<file path="src/rtl/gmii_chk_pkg.sv">
// Shared constants and types for the GMII receive frame checker.
//   PREAMBLE / SFD   : octets expected ahead of the destination address
//   CRC_*            : reflected CRC-32 constants (init value, polynomial, good residue)
//   state_t          : receive FSM states
//   class_t          : one-hot-free frame classification, highest priority last
package gmii_chk_pkg;

  localparam logic [7:0]  PREAMBLE    = 8'h55;
  localparam logic [7:0]  SFD         = 8'hD5;
  localparam logic [31:0] CRC_INIT    = 32'hFFFF_FFFF;
  localparam logic [31:0] CRC_POLY    = 32'hEDB8_8320;
  localparam logic [31:0] CRC_RESIDUE = 32'hDEBB_20E3;

  typedef enum logic [1:0] {
    IDLE,
    PRE,
    DATA,
    DROP
  } state_t;

  typedef enum logic [2:0] {
    CLS_GOOD,
    CLS_BAD_CRC,
    CLS_RUNT,
    CLS_OVERSIZE,
    CLS_ERR
  } class_t;

endpackage

</file>
<file path="src/rtl/crc32_d8.sv">
// One-octet step of the reflected CRC-32 (LSB of d processed first).
//   crc_in  : current CRC register
//   d       : octet to absorb
//   crc_out : CRC register after absorbing d
module crc32_d8
  import gmii_chk_pkg::*;
(
  input  logic [31:0] crc_in,
  input  logic [7:0]  d,
  output logic [31:0] crc_out
);

  always_comb begin : step
    logic [31:0] c;
    c = crc_in;
    for (int i = 0; i < 8; i++) begin
      if (c[0] ^ d[i]) c = (c >> 1) ^ CRC_POLY;
      else             c = c >> 1;
    end
    crc_out = c;
  end

endmodule

</file>
<file path="config.mk">
export PLATFORM = sky130hd
export DESIGN_NAME = crc32_d8
export DESIGN_NICKNAME = d
export VERILOG_FILES = /design/src/rtl/gmii_chk_pkg.sv /design/src/rtl/crc32_d8.sv
export SDC_FILE = /design/constraint.sdc
export NUM_CORES = 1
export LEC_CHECK = 0
export BUFFER_PORTS_ARGS = -buffer_cell sky130_fd_sc_hd__buf_2
export CAP_MARGIN = 20
export CORE_AREA = 2 2 50 52
export DETAILED_ROUTE_END_ITERATION = 16
export DIE_AREA = 0 0 52 54
export PLACE_DENSITY = 0.76
export REMOVE_ABC_BUFFERS = 1
export SYNTH_ARGS = -nofsm -noshare
export SYNTH_HDL_FRONTEND = slang
export SYNTH_SLANG_ARGS = --single-unit
</file>
<file path="constraint.sdc">
create_clock -name vclk -period 4.1
set_input_delay 0.615 -clock vclk [all_inputs]
set_output_delay 0.615 -clock vclk [all_outputs]
set_load 0.005 [all_outputs]
</file>
# After elaboration in Yosys (flattened, before gate mapping)

Index checks and enable logic that the tools add are counted.

Mux-type cells: 8
Bitwise gates (word level): 16

Operators with widths:

| cell                               | count |
|---|---|
| 32-bit 2-to-1 mux                  | 8 |
| 13-bit inverter with 14-bit output | 8 |
| 1-bit XOR                          | 8 |

Register bits after elaboration: 0
Input bits: 40
Output and inout bits: 32
Word-level logic and storage cells: 24

# Longest topological paths before layout

Gate-level depths: netlist (run 1).

Depth in word-level cells: 16
Gate-level depth with buffers: 4
Depth with buffers taken out: 4

# Least setup slack after synthesis (run 1)

OpenSTA, ideal clock, no wires.

Path type: input to output
Start: input port d[7]
End: output port crc_out[20]
Arrival: 1.962 ns
Required time: 3.485 ns
Setup slack: 1.523 ns
Stages: 4
Path buffers: 0
Path through: xnor2_2 -> xor2_4 -> xnor3_1 -> xor3_1

Longest elaborated chain between the ends: 2

Ends and longest elaborated chain:

| item              | line           | RTL |
|---|---|---|
| from (decl)       | crc32_d8.sv:9  | `input logic [7:0] d,` |
| 1-bit XOR         | crc32_d8.sv:17 | `if (c[0] ^ d[i]) c = (c >> 1) ^ CRC_POLY;` |
| 32-bit 2-to-1 mux | crc32_d8.sv:17 |  |
| to (decl)         | crc32_d8.sv:10 | `output logic [31:0] crc_out` |

Every way passes these cells.

# Final worst setup path (run 1)

Start: input port d[1]
End: output port crc_out[20]

Longest elaborated chain between the ends: 12
Elaborated cells on any way between the ends: 13
Classes of those cells: mux (7); bitwise (6)

Ends and longest elaborated chain:

| item                                                | line |
|---|---|
| 1-bit XOR (*)                                       | crc32_d8.sv:17 |
| 32-bit 2-to-1 mux (*) (2 in a row)                  | crc32_d8.sv:17 |
| 13-bit inverter with 14-bit output (no source line) | -- |
| 32-bit 2-to-1 mux (*)                               | crc32_d8.sv:17 |
| 13-bit inverter with 14-bit output (no source line) | -- |
| 32-bit 2-to-1 mux (*) (2 in a row)                  | crc32_d8.sv:17 |
| 13-bit inverter with 14-bit output (no source line) | -- |
| 32-bit 2-to-1 mux (*)                               | crc32_d8.sv:17 |
| 13-bit inverter with 14-bit output (no source line) | -- |
| 32-bit 2-to-1 mux (*)                               | crc32_d8.sv:17 |

Every way passes the cells marked *; elsewhere a longest branch is shown, timed or not.

==> results of run 1 <==
-- where the power goes --
group | switching, mW | total [mW] | internal, mW
registers | 0 | 0 | 0
clock network | 0 | 0 | 0
logic | 0.207 | 0.458 | 0.251
total | 0.207 | 0.458 | 0.251
-- layout make-up --
type / count / area, um^2 / share of cell area, %
Multi-Input combinational cell: 70 / 769 / 65.9
Timing Repair Buffer: 72 / 360 / 30.9
Tap cell: 30 / 37.5 / 3.22
-- cell usage after synthesis --
library cell / count
xnor2_4: 1
xor2_2: 5
xor3_1: 2
xor2_1: 12
xnor3_1: 1
xor2_4: 1
xnor2_2: 5
xnor2_1: 43
-- per-layer routing --
layer  wire length [um]  up-vias  part of all wire [%]
met2               1180       31                    61
met1                628      321                    33
met5                  0        -                     0
met4                  0        0                     0
li1                   -      352                     -
met3                116        0                   6.0
-- per-stage QoR --
step / utilization (%) / std cells / worst slack (ns) / cell area, um^2
floorplan: - / 70 / 1.52 / 769
global placement: 50.3 / 172 / 1.21 / 1170
detailed placement: 50.3 / 172 / 1.19 / 1170
CTS: 50.3 / 172 / 1.19 / 1170
global route: 50.3 / 172 / 1.11 / 1170
finish: 50.3 / 172 / 1.20 / 1170
-- worst max-delay path by stage --
| stage | from | end | depth (start not counted) |
|---|---|---|---|
| after global routing | d[1] | crc_out[23] | 6 |
| after floorplan | d[7] | crc_out[20] | 4 |
| after detailed placement | d[1] | crc_out[20] | 6 |
| after CTS | d[1] | crc_out[20] | 6 |
| final | d[1] | crc_out[20] | 6 |
| after global placement | d[1] | crc_out[23] | 6 |
-- tightest hold or removal path, stage by stage --
cell	delay [ns]
buf_2	0.08
xnor2_1	0.05
buf_2	0.12
-- logic make-up after synthesis --
kind of cell	Yosys count	share of synthesized area, %
xor+xnor	70	100
==> results.py, run 1 <==
metrics = {
    "status": {
        "status": "completed",
    },
    "final_layout": {
        "drive_gt1_share_pct": 59.2,
        "fin_nets": 184,
        "n_antenna_cell": 0,
        "final_common_cell": "buf_2",
        "area_growth_syn_to_layout_pct": 51.7,
        "final_cell_mix": "buf_2, xnor2_1, xor2_1",
        "fillers": 210,
        "seq_cell_count": 0,
        "seq_area_um2": 0,
        "clkbuf_count": 0,
    },
    "min_path": {
        "holdPathStages": 3,
        "holdPathEnd": "crc_out[6]",
        "hold_path.class": "input port to output port",
        "hold_start": "crc_in[14]",
    },
    "drt": {
        "drc": 0,
        "routed_wl_um": 1920,
        "vias": 704,
        "dr.first_iter.drc_count": 1,
        "via_per_inst": 4.09,
        "wl_per_cell_um": 11.2,
        "ant_nets": 0,
        "detail_route.first_pass.iterations": 2,
    },
    "global_routing": {
        "grt_max_degree": 8,
        "grt_use_met2_pct": 27.6,
        "overflow": 0,
        "grt-busiest-layer": "met2",
        "use_met3_pct": 0.278,
        "grt_use_total_pct": 12.7,
        "grt_first_pass_wirelength_um": 2800,
        "antenna_found_initial": 0,
        "gr-usage-met1_pct": 14.1,
        "grt_pass1_vias": 645,
    },
    "timing": {
        "timing.final.crit_period_ns": 2.90,
        "tightest_slew_ns": 0.717,
        "fmax_mhz": 345,
        "maxSlewViolCount": 0,
        "grt_setup_unrepaired": "no",
        "hold_violations": 0,
        "fin_tns_setup_ns": 0,
        "fin_crit_sh_pct": 70.6,
        "slew-limit-headroom_pct": 51.9,
        "whs_ns": 1.49,
        "setup_violations": 0,
    },
    "synth": {
        "synthTopCellsByArea": "xnor2_1, xor2_1, xnor2_2, xor2_2, xor3_1",
        "yosysUniqueCellTypes": 8,
        "synth_top_area_share_pct": 48.9,
        "yosysTopAreaCell": "xnor2_1",
        "netlist_area_um2": 769,
        "ys_seq_area_share_pct": 0,
        "avgSynthCellArea_um2": 11.0,
        "yosysWarnings": 0,
        "syn_inst": 70,
    },
    "pwr": {
        "total_power_uw": 458,
        "p_per_area_nw_per_um2": 392,
        "peakVddDrop_mv": 0.282,
        "leakage_nw": 0.552,
    },
    "worst_setup_path": {
        "cp_cell_sequence": "buf_2 > xnor2_4 > xor2_4 > xnor3_1 > xor3_1 > buf_2",
        "worstSetupEndpointType": "output port",
        "required_ns": 3.48,
        "slowest_delay_ns": 0.52,
        "critPathBufInv": 2,
        "critical_path.top_delay_family": "XOR/XNOR gates",
        "crit_path_max_fanout": 7,
        "crit_type": "input port to output port",
        "arrival_ns": 2.28,
        "start_kind": "input port",
        "cp_slowest_cell": "xnor3_1",
        "cp_common_cell": "buf_2",
    },
    "place": {
        "gp_congestion": 0.615,
        "port_buffers": 72,
        "hpwlAfterDp_um": 1740,
    },
    "floorplanning": {
        "die_area_um2": 2810,
        "die_h_um": 54,
        "coreArea_um2": 2320,
        "design.portCount": 72,
        "initial_core_util_pct": 33.2,
        "rows": 18,
        "die_w_um": 52,
    },
    "clocking": {
        "cts_hold_buffers": 0,
        "ctsResizeCount": 0,
        "postCtsSetupBuffers": 0,
    },
    "job": {
        "maxCapViolations": 0,
    },
}
Power figures use the tool's default switching activity.
==> inputs of run 2 (changes only) <==
--- a/config.mk
+++ b/config.mk
@@ -10,7 +10,7 @@
 export CORE_AREA = 2 2 50 52
 export DETAILED_ROUTE_END_ITERATION = 16
 export DIE_AREA = 0 0 52 54
-export PLACE_DENSITY = 0.76
+export PLACE_DENSITY = 0.79
 export REMOVE_ABC_BUFFERS = 1
 export SYNTH_ARGS = -nofsm -noshare
 export SYNTH_HDL_FRONTEND = slang
==> constraint.sdc (replaced) <==
create_clock -name vclk -period 2.4
set_input_delay 0.36 -clock vclk [all_inputs]
set_output_delay 0.36 -clock vclk [all_outputs]
set_load 0.005 [all_outputs]
==> results.py, run 2 (same netlist as run 1, synthesis figures left out) <==
metrics = {
    "timing": {
        "fin_ws_ns": 0.246,
        "fin_crit_sh_pct": 89.8,
        "tightest_slew_ns": 0.413,
        "fmax_mhz": 464,
        "timing.final.crit_period_ns": 2.15,
        "whs_ns": 0.976,
        "grt_setup_unrepaired": "no",
        "maxSlewViolCount": 0,
        "slew-limit-headroom_pct": 72.3,
        "setup_violations": 0,
        "fin_tns_setup_ns": 0,
        "hold_violations": 0,
    },
    "floorplanning": {
        "die_area_um2": 2810,
        "die_w_um": 52,
        "design.portCount": 72,
        "die_h_um": 54,
        "coreArea_um2": 2320,
        "rows": 18,
        "initial_core_util_pct": 33.2,
    },
    "global_routing": {
        "grt_max_degree": 7,
        "grt_pass1_vias": 727,
        "grt_first_pass_wirelength_um": 2840,
        "overflow": 0,
        "grt_use_total_pct": 13.0,
        "antenna_found_initial": 0,
    },
    "final_layout": {
        "seq_cell_count": 0,
        "clkbuf_count": 0,
        "seq_area_um2": 0,
        "final_common_cell": "buf_2",
        "fin_util_pct": 53.2,
        "drive_gt1_share_pct": 61.6,
        "area_growth_syn_to_layout_pct": 60.5,
        "n_antenna_cell": 0,
        "final_cell_mix": "buf_2, xnor2_1, xor2_1",
        "fin_nets": 193,
    },
    "pwr": {
        "p_seq_share_pct": 0,
        "power.switching_uw": 354,
        "p_clk_share_pct": 0,
        "leakage_nw": 0.596,
        "total_power_uw": 813,
        "peakVddDrop_mv": 0.290,
        "p_per_area_nw_per_um2": 658,
        "swShare_pct": 43.5,
        "power_frac_comb_pct": 100.0,
        "p_int_uw": 459,
    },
    "worst_setup_path": {
        "critPathBufInv": 2,
        "critical_path.top_delay_family": "XOR/XNOR gates",
        "arrival_ns": 1.79,
        "crit_path_max_fanout": 3,
        "worstSetupEndpointType": "output port",
        "crit_type": "input port to output port",
        "slowest_delay_ns": 0.47,
        "cp_num_cells": 6,
        "start_kind": "input port",
        "cp_slowest_cell": "xnor3_1",
        "cp_cell_sequence": "buf_2 > xnor2_2 > xor2_4 > xnor3_1 > xor3_1 > buf_2",
        "required_ns": 2.04,
        "cp_common_cell": "buf_2",
    },
    "clocking": {
        "postCtsSetupBuffers": 0,
        "ctsResizeCount": 0,
        "cts_hold_buffers": 0,
    },
    "drt": {
        "drc": 0,
        "routed_wl_um": 1920,
        "via_per_inst": 4.08,
        "dr.first_iter.drc_count": 1,
        "detail_route.first_pass.iterations": 2,
        "ant_nets": 0,
        "vias": 739,
        "wl_per_cell_um": 10.6,
    },
    "place": {
        "gp_congestion": 0.634,
        "hpwlAfterDp_um": 1820,
        "port_buffers": 72,
        "dp_slack_ns": 0.224,
    },
    "status": {
        "status": "completed",
    },
    "job": {
        "maxCapViolations": 0,
    },
    "min_path": {
        "hold_path.class": "input port to output port",
        "holdPathStages": 3,
        "holdPathEnd": "crc_out[0]",
        "hold_start": "crc_in[8]",
    },
}
run 2: changes by cell type in the layout (fill, tap and decap cells not counted):
cell and delta:
buf_4 +9
run 2: worst max path at each step:
stage,start,end,slack (ns)
after global routing,d[7],crc_out[23],0.19
final,d[7],crc_out[20],0.25
after CTS,d[7],crc_out[20],0.22
after global placement,d[7],crc_out[23],0.26
after detailed placement,d[7],crc_out[20],0.22
after floorplan,d[7],crc_out[20],0.33
run 2: area by class of cell:
class / instances / area (um^2)
fillers: 217 / 1080
multi-input cells: 70 / 769
well taps: 30 / 37.5
repair buffers: 81 / 428
run 2: through the flow:
step           cells  cell area [um^2]
6_report         181              1230
5_1_grt          181              1230
4_1_cts          181              1230
3_5_place_dp     181              1230
3_3_place_gp     181              1230
2_1_floorplan     70               769
run 2: layer usage:
metal  vias up  share of wire, %  global-route usage [%]
met5         -                 0                       0
met4         0                 0                       0
met3         0               7.6                   0.278
met2        33                62                    31.9
met1       335                30                    11.6
li1        371                 -                       -
run 2: power groups by stage:
stage / combinational, mW / sequential, mW / clock (mW)
after floorplan: 0.484 / 0 / 0
after CTS: 0.826 / 0 / 0
after global placement: 0.806 / 0 / 0
after global routing: 0.893 / 0 / 0
final: 0.813 / 0 / 0
after detailed placement: 0.824 / 0 / 0
==> inputs of run 3 (changes only) <==
--- a/config.mk
+++ b/config.mk
@@ -10,7 +10,7 @@
 export CORE_AREA = 2 2 50 52
 export DETAILED_ROUTE_END_ITERATION = 16
 export DIE_AREA = 0 0 52 54
-export PLACE_DENSITY = 0.79
+export PLACE_DENSITY = 0.82
 export REMOVE_ABC_BUFFERS = 1
 export SYNTH_ARGS = -nofsm -noshare
 export SYNTH_HDL_FRONTEND = slang
==> results.py, run 3 (same netlist as run 1, synthesis figures left out) <==
metrics = {
    "place": {
        "hpwlAfterDp_um": 1830,
        "gp_congestion": 0.653,
        "place_area_um2": 1250,
        "port_buffers": 72,
    },
    "worst_setup_path": {
        "crit_path_max_fanout": 3,
        "worstSetupEndpointType": "output port",
        "start_kind": "input port",
        "required_ns": 2.04,
        "crit_path_start": "d[7]",
        "crit_type": "input port to output port",
        "arrival_ns": 1.79,
    },
    "final_layout": {
        "fin_nets": 195,
        "fillers": 226,
        "fin_util_pct": 53.9,
        "multiInputGateArea_um2": 769,
        "drive_gt1_share_pct": 62.1,
        "seq_area_um2": 0,
        "n_antenna_cell": 0,
        "final_common_cell": "buf_2",
        "seq_cell_count": 0,
        "area_growth_syn_to_layout_pct": 62.4,
        "final_cell_mix": "buf_2, xnor2_1, xor2_1",
        "clkbuf_count": 0,
        "final_area_um2": 1250,
    },
    "pwr": {
        "power_frac_comb_pct": 100.0,
        "swShare_pct": 43.3,
        "peakVddDrop_mv": 0.427,
        "p_clk_share_pct": 0,
        "power.switching_uw": 356,
        "p_seq_share_pct": 0,
        "p_int_uw": 467,
        "total_power_uw": 823,
        "leakage_nw": 0.605,
        "p_per_area_nw_per_um2": 658,
    },
    "floorplanning": {
        "die_area_um2": 2810,
        "initial_core_util_pct": 33.2,
        "coreArea_um2": 2320,
        "design.portCount": 72,
        "rows": 18,
        "die_h_um": 54,
        "die_w_um": 52,
    },
    "timing": {
        "maxSlewViolCount": 0,
        "tightest_slew_ns": 0.395,
        "whs_ns": 0.974,
        "fin_tns_setup_ns": 0,
        "grt_setup_unrepaired": "no",
        "fin_crit_sh_pct": 89.6,
        "hold_violations": 0,
        "fmax_mhz": 465,
        "timing.final.crit_period_ns": 2.15,
        "slew-limit-headroom_pct": 73.5,
        "setup_violations": 0,
    },
    "drt": {
        "drc": 0,
        "detail_route.first_pass.iterations": 1,
        "routed_wl_um": 1930,
        "wl_per_cell_um": 10.6,
        "via_per_inst": 4.09,
        "ant_nets": 0,
        "vias": 749,
        "dr.first_iter.drc_count": 0,
    },
    "clocking": {
        "cts_hold_buffers": 0,
        "ctsResizeCount": 0,
        "postCtsSetupBuffers": 0,
    },
    "global_routing": {
        "grt_first_pass_wirelength_um": 2830,
        "grt_max_degree": 7,
        "overflow": 0,
        "grt_use_total_pct": 12.9,
        "grt_pass1_vias": 734,
        "antenna_found_initial": 0,
    },
    "min_path": {
        "hold_path.class": "input port to output port",
        "holdPathStages": 3,
        "hold_start": "crc_in[8]",
        "holdPathEnd": "crc_out[0]",
    },
    "job": {
        "maxCapViolations": 0,
    },
    "status": {
        "status": "completed",
    },
}
==> run 3: worst max-delay path: stages <==
cell and delay (ns):
buf_2 0.11, xnor2_2 0.34, xor2_4 0.17, xnor3_1 0.47
xor3_1 0.20, buf_2 0.14
==> run 3: metrics by stage <==
| step | instances | setup slack, ns |
|---|---|---|
| global placement | 183 | 0.259 |
| floorplan | 70 | 0.333 |
| detailed placement | 183 | 0.233 |
| global route | 183 | 0.143 |
| CTS | 183 | 0.230 |
| finish | 183 | 0.249 |
==> run 3: area by class of cell <==
type | instances | area share, %
Tap cell | 30 | 3.00
Timing Repair Buffer | 83 | 35.4
Multi-Input combinational cell | 70 | 61.6
==> run 3: worst max-delay path by stage <==
stage / cells past startpoint / end / slack [ns]
floorplan: 4 / crc_out[20] / 0.33
global placement: 6 / crc_out[20] / 0.26
detailed placement: 6 / crc_out[20] / 0.23
CTS: 6 / crc_out[20] / 0.23
global route: 7 / crc_out[14] / 0.14
finish: 6 / crc_out[20] / 0.25
==> run 3: power by group through the flow <==
stage | clock, mW | combinational (mW) | sequential (mW)
2_1_floorplan | 0 | 0.484 | 0
3_3_place_gp | 0 | 0.816 | 0
3_5_place_dp | 0 | 0.837 | 0
4_1_cts | 0 | 0.840 | 0
5_1_grt | 0 | 0.907 | 0
6_report | 0 | 0.823 | 0
==> run 3: layer usage <==
layer	global-route usage (%)	share of wire, %	up-vias
met3	1.11	8.9	0
met5	0	0	-
met2	30.4	59	38
met1	11.8	32	336
met4	0.439	0	0
li1	-	-	375
